===== config.mk =====
export PLATFORM = sky130hd
export DESIGN_NAME = key_dir_scheduler
export DESIGN_NICKNAME = d
export VERILOG_FILES = /design/src/rtl/key_dir_scheduler.sv
export SDC_FILE = /design/constraint.sdc
export NUM_CORES = 1
export LEC_CHECK = 0
export ABC_CLOCK_PERIOD_IN_PS = 3500
export CAP_MARGIN = 10
export CELL_PAD_IN_SITES_DETAIL_PLACEMENT = 0
export CELL_PAD_IN_SITES_GLOBAL_PLACEMENT = 1
export CORE_ASPECT_RATIO = 1.1
export CORE_MARGIN = 1.5
export CORE_UTILIZATION = 40
export CTS_CLUSTER_DIAMETER = 150
export DETAILED_ROUTE_END_ITERATION = 8
export GPL_ROUTABILITY_DRIVEN = 0
export GPL_TIMING_DRIVEN = 0
export HOLD_SLACK_MARGIN = 0.12
export PLACE_DENSITY = 0.77
export SYNTH_ARGS = -nofsm -noshare
export SYNTH_HDL_FRONTEND = slang
export SYNTH_SLANG_ARGS = --single-unit

===== constraint.sdc =====
create_clock -name CLK -period 3.5 [get_ports CLK]
set_input_delay 0.35 -clock CLK [delete_from_list [all_inputs] [get_ports CLK]]
set_output_delay 0.35 -clock CLK [all_outputs]
set_load 0.005 [all_outputs]

===== src/rtl/key_dir_scheduler.sv =====
// rtl/key_dir_scheduler.sv - keypress to one-move-per-tick snake direction scheduler
module key_dir_scheduler #(
    parameter int          DEPTH    = 4,
    parameter int          CW       = 3,
    parameter logic [7:0]  SC_UP    = 8'h1D,
    parameter logic [7:0]  SC_DOWN  = 8'h1B,
    parameter logic [7:0]  SC_LEFT  = 8'h1C,
    parameter logic [7:0]  SC_RIGHT = 8'h23
) (
    input  logic          CLK,
    input  logic          RESETn,
    input  logic          key_valid,
    input  logic [7:0]    key_code,
    input  logic          game_tick,
    input  logic          game_run,
    output logic [1:0]    dir,
    output logic          dir_valid,
    output logic [CW-1:0] q_count,
    output logic          overflow
);

    localparam int AW = (DEPTH > 1) ? $clog2(DEPTH) : 1;
    localparam logic [AW-1:0] PTR_ONE = 1;
    localparam logic [CW-1:0] CNT_ONE = 1;
    localparam logic [CW-1:0] CNT_FULL = CW'(DEPTH);

    typedef enum logic {IDLE, RUN} state_t;

    state_t        state;
    state_t        state_next;
    logic          key_q;
    logic [1:0]    mem [DEPTH];
    logic [AW-1:0] wr_ptr;
    logic [AW-1:0] rd_ptr;

    logic          press;
    logic          code_ok;
    logic [1:0]    code_dir;
    logic [1:0]    ref_dir;
    logic          legal;
    logic          full;
    logic          active;
    logic          flush;
    logic          push;
    logic          pop;
    logic          drop_full;

    // Decode the scancode and decide whether the press is a legal, pushable move
    always_comb begin
        code_ok  = 1'b1;
        code_dir = 2'b00;
        case (key_code)
            SC_UP:    code_dir = 2'b00;
            SC_DOWN:  code_dir = 2'b01;
            SC_LEFT:  code_dir = 2'b10;
            SC_RIGHT: code_dir = 2'b11;
            default:  code_ok  = 1'b0;
        endcase
        press     = key_valid & ~key_q;
        // Compare against the newest queued move so a burst cannot sneak in a reversal
        ref_dir   = (q_count != '0) ? mem[wr_ptr - PTR_ONE] : dir;
        legal     = code_ok && (code_dir != ref_dir) && (code_dir != (ref_dir ^ 2'b01));
        full      = (q_count == CNT_FULL);
        pop       = active && game_tick && (q_count != '0);
        push      = active && press && legal && (!full || pop);
        drop_full = active && press && legal && full && !pop;
    end

    // Next-state logic: IDLE keeps the FIFO flushed, leaving RUN flushes it too
    always_comb begin
        state_next = state;
        active     = 1'b0;
        flush      = 1'b0;
        case (state)
            IDLE: begin
                flush = 1'b1;
                if (game_run) state_next = RUN;
            end
            RUN: begin
                if (!game_run) begin
                    state_next = IDLE;
                    flush      = 1'b1;
                end else begin
                    active = 1'b1;
                end
            end
            default: state_next = IDLE;
        endcase
    end

    // State register and key level history for edge detection
    always_ff @(posedge CLK) begin
        if (!RESETn) begin
            state <= IDLE;
            key_q <= 1'b0;
        end else begin
            state <= state_next;
            key_q <= key_valid;
        end
    end

    // FIFO storage; contents are only ever read below the occupancy count
    always_ff @(posedge CLK) begin
        if (push) mem[wr_ptr] <= code_dir;
    end

    // FIFO pointers, occupancy, current direction and sticky overflow
    always_ff @(posedge CLK) begin
        if (!RESETn) begin
            wr_ptr    <= '0;
            rd_ptr    <= '0;
            q_count   <= '0;
            dir       <= 2'b11;
            dir_valid <= 1'b0;
            overflow  <= 1'b0;
        end else begin
            dir_valid <= pop;
            if (pop) dir <= mem[rd_ptr];
            if (drop_full) overflow <= 1'b1;
            if (flush) begin
                wr_ptr  <= '0;
                rd_ptr  <= '0;
                q_count <= '0;
            end else begin
                if (push) wr_ptr <= wr_ptr + PTR_ONE;
                if (pop)  rd_ptr <= rd_ptr + PTR_ONE;
                case ({push, pop})
                    2'b10:   q_count <= q_count + CNT_ONE;
                    2'b01:   q_count <= q_count - CNT_ONE;
                    default: q_count <= q_count;
                endcase
            end
        end
    end

endmodule


==> impl_results.md, run 1 <==
- Crit Path Class: reg -> reg
- Die footprint: around 3100 um2
- Register bit count reported by yosys: 21
- Maximum clock frequency: ~0.36 GHz
- Fin. Hold Viols: 0
- Core area: 2570 um2
- Crit-path cells: inv_1 -> ha_1 -> mux4_2 -> mux2_4 -> nand2_4 -> a31oi_4 -> fa_1 -> a311oi_1 -> o21ai_0 -> nor3b_1
- Cell accounting for the most synthesized area: dfxtp_1
- Worst setup SP type: register
- Fin area: 1360 um2
- Yosys cell types: 36
- Share of cells above drive strength 1: under 10%
- Ys async rst share: 0%
- Max Slew Vio Count: 0
- Clock tree sinks: 21
- HP Start: dir[0]$_SDFFE_PN1P_
- Flop2flop setup slack: approximately 0.71 ns
- P_leak: 0.000495 uW
- Row count: 19
- Vias in the first global route: 781
- PortBufs: 19
- Synth top area share: 23.6%
- Status: finished, final reports clean
- Clock latency on the worst-skew pair: 0.31 ns
- CTS tree: built
- Synthesized instance count: between 100 and 150
- Final period util: 79.6%
- Post-cts sizing count: 0
- Global-route usage over all layers: around 15%
- Hold worst-path end: dir[0]$_SDFFE_PN1P_
- Max stage delay on crit path: 0.48 ns
- Clock period minus worst slack: 2.79 ns
- RR Startpoint: wr_ptr[0]$_SDFFE_PP0P_
- CP top delay family: adder cells
- Root Buffer: clkbuf_4
- CTS buffer count: 3
- Area contributors post-synth: dfxtp_1, edfxtp_1, mux4_2
- Wire length of the first global-routing pass: ~3400 um
- Vias: 826
- Synthesis-to-layout area growth: 23.2%
- Max Cap Viol: 0
- Antenna-violating nets left: 0
- Placed Area: 1330 um2
- Final Net Count: 144
- Crit end category: register
- Final setup violation count: 0
- Mapped Nets: 120
- Setup TNS: 0 ns
- RSZ-0062 raised after global routing: false
- Hold-fix buffers, CTS: 0
- Area of the multi-input gates: 578 um2
- Pre-antenna DRT Iters: 4
- Worst-path clk slew: 0.12 ns
- Hold WC Path Type: reg -> reg
- Peak supply drop: 0.210 mV
- Commonest non-fill, non-tap cell in the layout: clkdlybuf4s50_1
- Placed cells: ~150
- Arr. time, crit path: 2.99 ns
- Residual DRC count: 0
- Global route overflow: 0
- I/O Pins: 20
- Commonest non-fill, non-tap cells in the layout: clkdlybuf4s50_1, dfxtp_1, nor2_1
- R2R Path End: q_count[2]$_SDFFE_PP0P_
- DIE WIDTH: ~53 um
- Initial antenna violation count: 0
- CP max FO: 5
- Vias per inst: approximately 5.3
- Setup bufs post-CTS: 0
- PD cells: 292 nW/um2
- Worst Path Required: 3.70 ns
- Pin count of the biggest net entering global routing: 13
- Slowest-stage cell, CP: dfxtp_1
- Relative slew slack: between 60% and 70%
- # fillers: 225
- H-tree levels: 1
- Number of flops mapped to enable cells by yosys: 8
- FF-to-FF path depth: 10
- Synth Flop Type: dfxtp_1
- Worst path bufs/invs: 1
- Final wirelength: between 2000 and 2500 um
- Clock Tree Buf Depth: 2
- Die Ht: 58.1 um
- Non-filler instance count after layout: 156
- Clock Skew: about 0.0074 ns
- YS warnings: 0
- DP HPWL: 1580 um
- Synthesized area: around 1100 um2
- Initial core utilization: a little over two fifths
- DRT iter0 DRCs: 18
- WHS Path Cells: 2
- Mean post-synth cell area: 10.8 um2
- Sequential-to-total area share from yosys stat: between 40% and 50%
- Worst Tran Pin Value: 0.508 ns
- Diodes inserted: 0
- FF+latch area: 500 um2
- Post-DR wirelength/cell: 12.9 um
## power by group
group	internal [uW]	leakage, uW	switching, uW
Sequential	253	0.000187	0.548
Clock	42.6	0.0000177	76.0
Combinational	15.6	0.000290	8.94
## synthesized netlist by cell type (all sizes together) (3+ instances only)
cell	instances
mux4	3
edfxtp	8
ha	4
nand2	8
and2	7
a21oi	3
nor2	9
nor3	3
inv	4
nand3	8
dfxtp	13
## cell type report
| type | instances | share of cell area [%] |
|---|---|---|
| plain buffers | 2 | 0.736 |
| well taps | 31 | 2.85 |
| flip-flops and latches | 21 | 36.8 |
| clock buffers | 3 | 1.66 |
| clock inverters | 1 | 0.368 |
| inverters | 4 | 1.10 |
| multi-input cells | 75 | 42.5 |
| repair buffers | 19 | 14.0 |
## registers in the layout (all words and copies together), names as in the netlist
signal	flops
mem	8
state	1
rd_ptr	2
q_count	3
key_q	1
dir_valid	1
wr_ptr	2
overflow	1
dir	2
## routing by layer
layer	vias up	GRT usage, %	wire, um
met5	-	0	0
met3	4	3.09	87
met2	17	26.1	1000
met1	385	18.0	891
li1	420	-	-
met4	0	6.59	28
## stage by stage
stage	hold WS [ns]	total power, uW	setup WS [ns]	util (%)
2_1_floorplan	0.422	265	0.961	-
3_3_place_gp	0.441	283	0.550	51.9
3_5_place_dp	0.464	284	0.539	51.9
4_1_cts	0.484	398	0.707	53.0
5_1_grt	0.522	410	0.508	53.0
6_report	0.477	397	0.713	53.0
## worst max-delay path by stage
stage,start,to,slack (ns),depth (start not counted)
finish,wr_ptr[0]$_SDFFE_PP0P_,q_count[2]$_SDFFE_PP0P_,0.71,10
floorplan,wr_ptr[0]$_SDFFE_PP0P_,q_count[2]$_SDFFE_PP0P_,0.96,10
CTS,wr_ptr[0]$_SDFFE_PP0P_,q_count[2]$_SDFFE_PP0P_,0.71,10
global placement,key_code[5],q_count[2]$_SDFFE_PP0P_,0.55,9
detailed placement,key_code[2],q_count[2]$_SDFFE_PP0P_,0.54,9
global route,wr_ptr[0]$_SDFFE_PP0P_,q_count[2]$_SDFFE_PP0P_,0.51,10
## tightest hold or removal path, delay by kind of cell, from the launching register on
family | cells | cell delay [ns]
AND/OR/NAND/NOR | 2 | 0.11
flip-flops | 1 | 0.33
## logic make-up after synthesis
kind of cell / count (synthesis) / share of synthesized area, %
AO/OA/AOI/OAI: 11 / 8.39
XOR/XNOR: 4 / 3.18
adder cells (fa/ha/maj): 5 / 6.35
buffers and inverters: 6 / 2.27
flip-flops: 21 / 45.4
multiplexers: 6 / 9.30
AND/OR/NAND/NOR: 49 / 25.2
(Power assumes the default switching activity.)
==> run 2: changes to the inputs <==
--- a/config.mk
+++ b/config.mk
@@ -5,7 +5,7 @@
 export SDC_FILE = /design/constraint.sdc
 export NUM_CORES = 1
 export LEC_CHECK = 0
-export ABC_CLOCK_PERIOD_IN_PS = 3500
+export ABC_CLOCK_PERIOD_IN_PS = 2700
 export CAP_MARGIN = 10
 export CELL_PAD_IN_SITES_DETAIL_PLACEMENT = 0
 export CELL_PAD_IN_SITES_GLOBAL_PLACEMENT = 1
==> constraint.sdc (replaced) <==
create_clock -name CLK -period 2.7 [get_ports CLK]
set_input_delay 0.27 -clock CLK [delete_from_list [all_inputs] [get_ports CLK]]
set_output_delay 0.27 -clock CLK [all_outputs]
set_load 0.005 [all_outputs]
==> impl_results.md, run 2 (synthesis gave the netlist of run 1 again) <==
- Non-filler instance count after layout: 158 (+1.3%)
- CP max FO: 5 (unchanged)
- Max Cap Viol: 0 (unchanged)
- Residual DRC count: 0 (unchanged)
- Largest registers: mem (8), q_count (3)
- Share of cells above drive strength 1: 15.7% (+6.1 points)
- Final wirelength: 2060 um (+2.3%)
- Die footprint: 3080 um2 (unchanged)
- PnR worst setup slack: 0.138 ns (-0.575 ns)
- R2R Path End: q_count[2]$_SDFFE_PP0P_
- Setup TNS: 0 ns (unchanged)
- Commonest non-fill, non-tap cells in the layout: clkdlybuf4s50_1, dfxtp_1, nor2_1
- Max Slew Vio Count: 0 (unchanged)
- Core Util, Final: 54.8% (+1.9 points)
- Relative slew slack: 73.2% (+7.5 points)
- Final Net Count: 146 (+1.4%)
- Die Ht: 58.1 um (unchanged)
- Core area: 2570 um2 (unchanged)
- Final setup violation count: 0 (unchanged)
- CP top delay family: adder cells
- Vias: 842 (+1.9%)
- DRT iter0 DRCs: 22 (+4)
- Pre-CTS WS: -0.181 ns (-0.720 ns)
- Crit Path Class: reg -> reg
- Antenna-violating nets left: 0 (unchanged)
- Largest register FFs: 8 (unchanged)
- Clock Skew: 0.00380 ns (-0.00363 ns)
- Slowest-stage cell, CP: dfxtp_4
- Post-DR wirelength/cell: 13.0 um (+0.99%)
- Hold WC Path Type: reg -> reg
- Root Buffer: clkbuf_4
- Vias per inst: 5.33 (+0.65%)
- Worst-path clk slew: 0.12 ns (about the same)
- Commonest non-fill, non-tap cell in the layout: clkdlybuf4s50_1
- FF-to-FF path depth: 10 (unchanged)
- Worst Tran Pin Value: 0.401 ns (-0.107 ns)
- Crit end category: register
- CTS tree: built
- Clock latency on the worst-skew pair: 0.30 ns (about the same)
- Fin. Hold Viols: 0 (unchanged)
- Reg with most FFs: mem
- WHS Path Cells: 2 (unchanged)
- Final period util: 94.9% (+15 points)
- Clock Tree Buf Depth: 2 (unchanged)
- Synthesis-to-layout area growth: 27.6%
- Clock period minus worst slack: 2.56 ns (-0.225 ns)
- Arr. time, crit path: 2.76 ns (-0.23 ns)
- I/O Pins: 20 (unchanged)
- Placed cells: 152 (unchanged)
- Initial antenna violation count: 0 (unchanged)
- Crit-path cells: inv_1 -> ha_4 -> mux4_2 -> mux2_4 -> nand2_4 -> a31oi_4 -> fa_2 -> a311oi_2 -> o21ai_1 -> nor3b_1
- Worst path bufs/invs: 1 (unchanged)
- Hold worst-path end: dir[0]$_SDFFE_PN1P_
- Status: finished, final reports clean
- Row count: 19 (unchanged)
- Worst Path Required: 2.89 ns (-0.81 ns)
- Flop2flop setup slack: 0.14 ns (-0.58 ns)
- CTS buffer count: 3 (unchanged)
- Clock tree sinks: 21 (unchanged)
- HP Start: dir[0]$_SDFFE_PN1P_
- Placed Area: 1330 um2 (unchanged)
- Vias in the first global route: 781 (unchanged)
- Fin area: 1410 um2 (+3.5%)
- RR Startpoint: wr_ptr[0]$_SDFFE_PP0P_
- H-tree levels: 1 (unchanged)
- Max stage delay on crit path: 0.39 ns (-0.09 ns)
- DIE WIDTH: 53.1 um (unchanged)
- Pin count of the biggest net entering global routing: 13 (unchanged)
- Global route overflow: 0 (unchanged)
- Peak supply drop: 0.272 mV (+30%)
- Wire length of the first global-routing pass: 3400 um (unchanged)
- Diodes inserted: 0 (unchanged)
- PortBufs: 19 (unchanged)
- P_leak: 0.000510 uW (+3.1%)
- Global-route usage over all layers: 15.1% (unchanged)
- Crit path depth: 10 (unchanged)
- Maximum clock frequency: 0.390 GHz (+8.8%)
- PD cells: 364 nW/um2 (+25%)
- DP HPWL: 1580 um (unchanged)
- Initial core utilization: 43.0% (unchanged)
- Worst setup SP type: register
- Pre-antenna DRT Iters: 4 (unchanged)
- Hold-fix buffers, CTS: 0 (unchanged)
## run 2: worst reg2reg max path: stages (launching register included)
cell      delay [ns]
dfxtp_4         0.39
inv_1           0.08
ha_4            0.28
mux4_2          0.30
mux2_4          0.30
nand2_4         0.10
a31oi_4         0.12
fa_2            0.39
a311oi_2        0.28
o21ai_1         0.08
nor3b_1         0.14
## run 2: what timing repair did
action | CTS | global route
buffers inserted | 0 | 2
endpoints found under the hold margin | 0 | 0
endpoints found under the setup margin | 1 | 1
cloned | 0 | 0
resized for setup | 1 | 7
pin swaps | 0 | 3
## run 2: where the power goes
part / switching, uW / internal (uW) / leakage (uW)
combinational: 12.2 / 20.5 / 0.000304
sequential: 0.710 / 327 / 0.000188
clock: 96.7 / 55.3 / 0.0000177
## run 2: worst max-delay path by stage
stage / from / endpoint / slack, ns
floorplan: wr_ptr[0]$_SDFFE_PP0P_ / q_count[2]$_SDFFE_PP0P_ / 0.16
global placement: key_code[5] / q_count[2]$_SDFFE_PP0P_ / -0.17
detailed placement: key_code[2] / q_count[2]$_SDFFE_PP0P_ / -0.18
CTS: wr_ptr[0]$_SDFFE_PP0P_ / q_count[2]$_SDFFE_PP0P_ / 0.006
global route: wr_ptr[0]$_SDFFE_PP0P_ / q_count[2]$_SDFFE_PP0P_ / -0.009
finish: wr_ptr[0]$_SDFFE_PP0P_ / q_count[2]$_SDFFE_PP0P_ / 0.14
## run 2: layout make-up
type	instances	area, um2
fillers	226	1160
multi-input cells	75	606
flip-flops and latches	21	505
repair buffers	21	205
well taps	31	38.8
clock buffers	3	22.5
inverters	4	15.0
plain buffers	2	10.0
clock inverters	1	5.00
## run 2: layer usage
metal  wire [um]  vias up  global-route usage, %
li1            -      423                      -
met1         901      403                   18.0
met2        1050       12                   26.1
met3          72        4                   3.09
met4          38        0                   6.59
met5           0        -                      0
## run 2: through the flow
stage          total power [uW]  hold slack, ns
2_1_floorplan               344           0.342
3_3_place_gp                367           0.441
3_5_place_dp                368           0.464
4_1_cts                     515           0.484
5_1_grt                     531           0.522
6_report                    512           0.477
==> run 3: changes to the inputs <==
--- a/config.mk
+++ b/config.mk
@@ -16,7 +16,7 @@
 export DETAILED_ROUTE_END_ITERATION = 8
 export GPL_ROUTABILITY_DRIVEN = 0
 export GPL_TIMING_DRIVEN = 0
-export HOLD_SLACK_MARGIN = 0.12
+export HOLD_SLACK_MARGIN = 0.03
 export PLACE_DENSITY = 0.77
 export SYNTH_ARGS = -nofsm -noshare
 export SYNTH_HDL_FRONTEND = slang
==> results of run 3 <==
No change in the layout: final DEF, timing and power equal those of run 2.
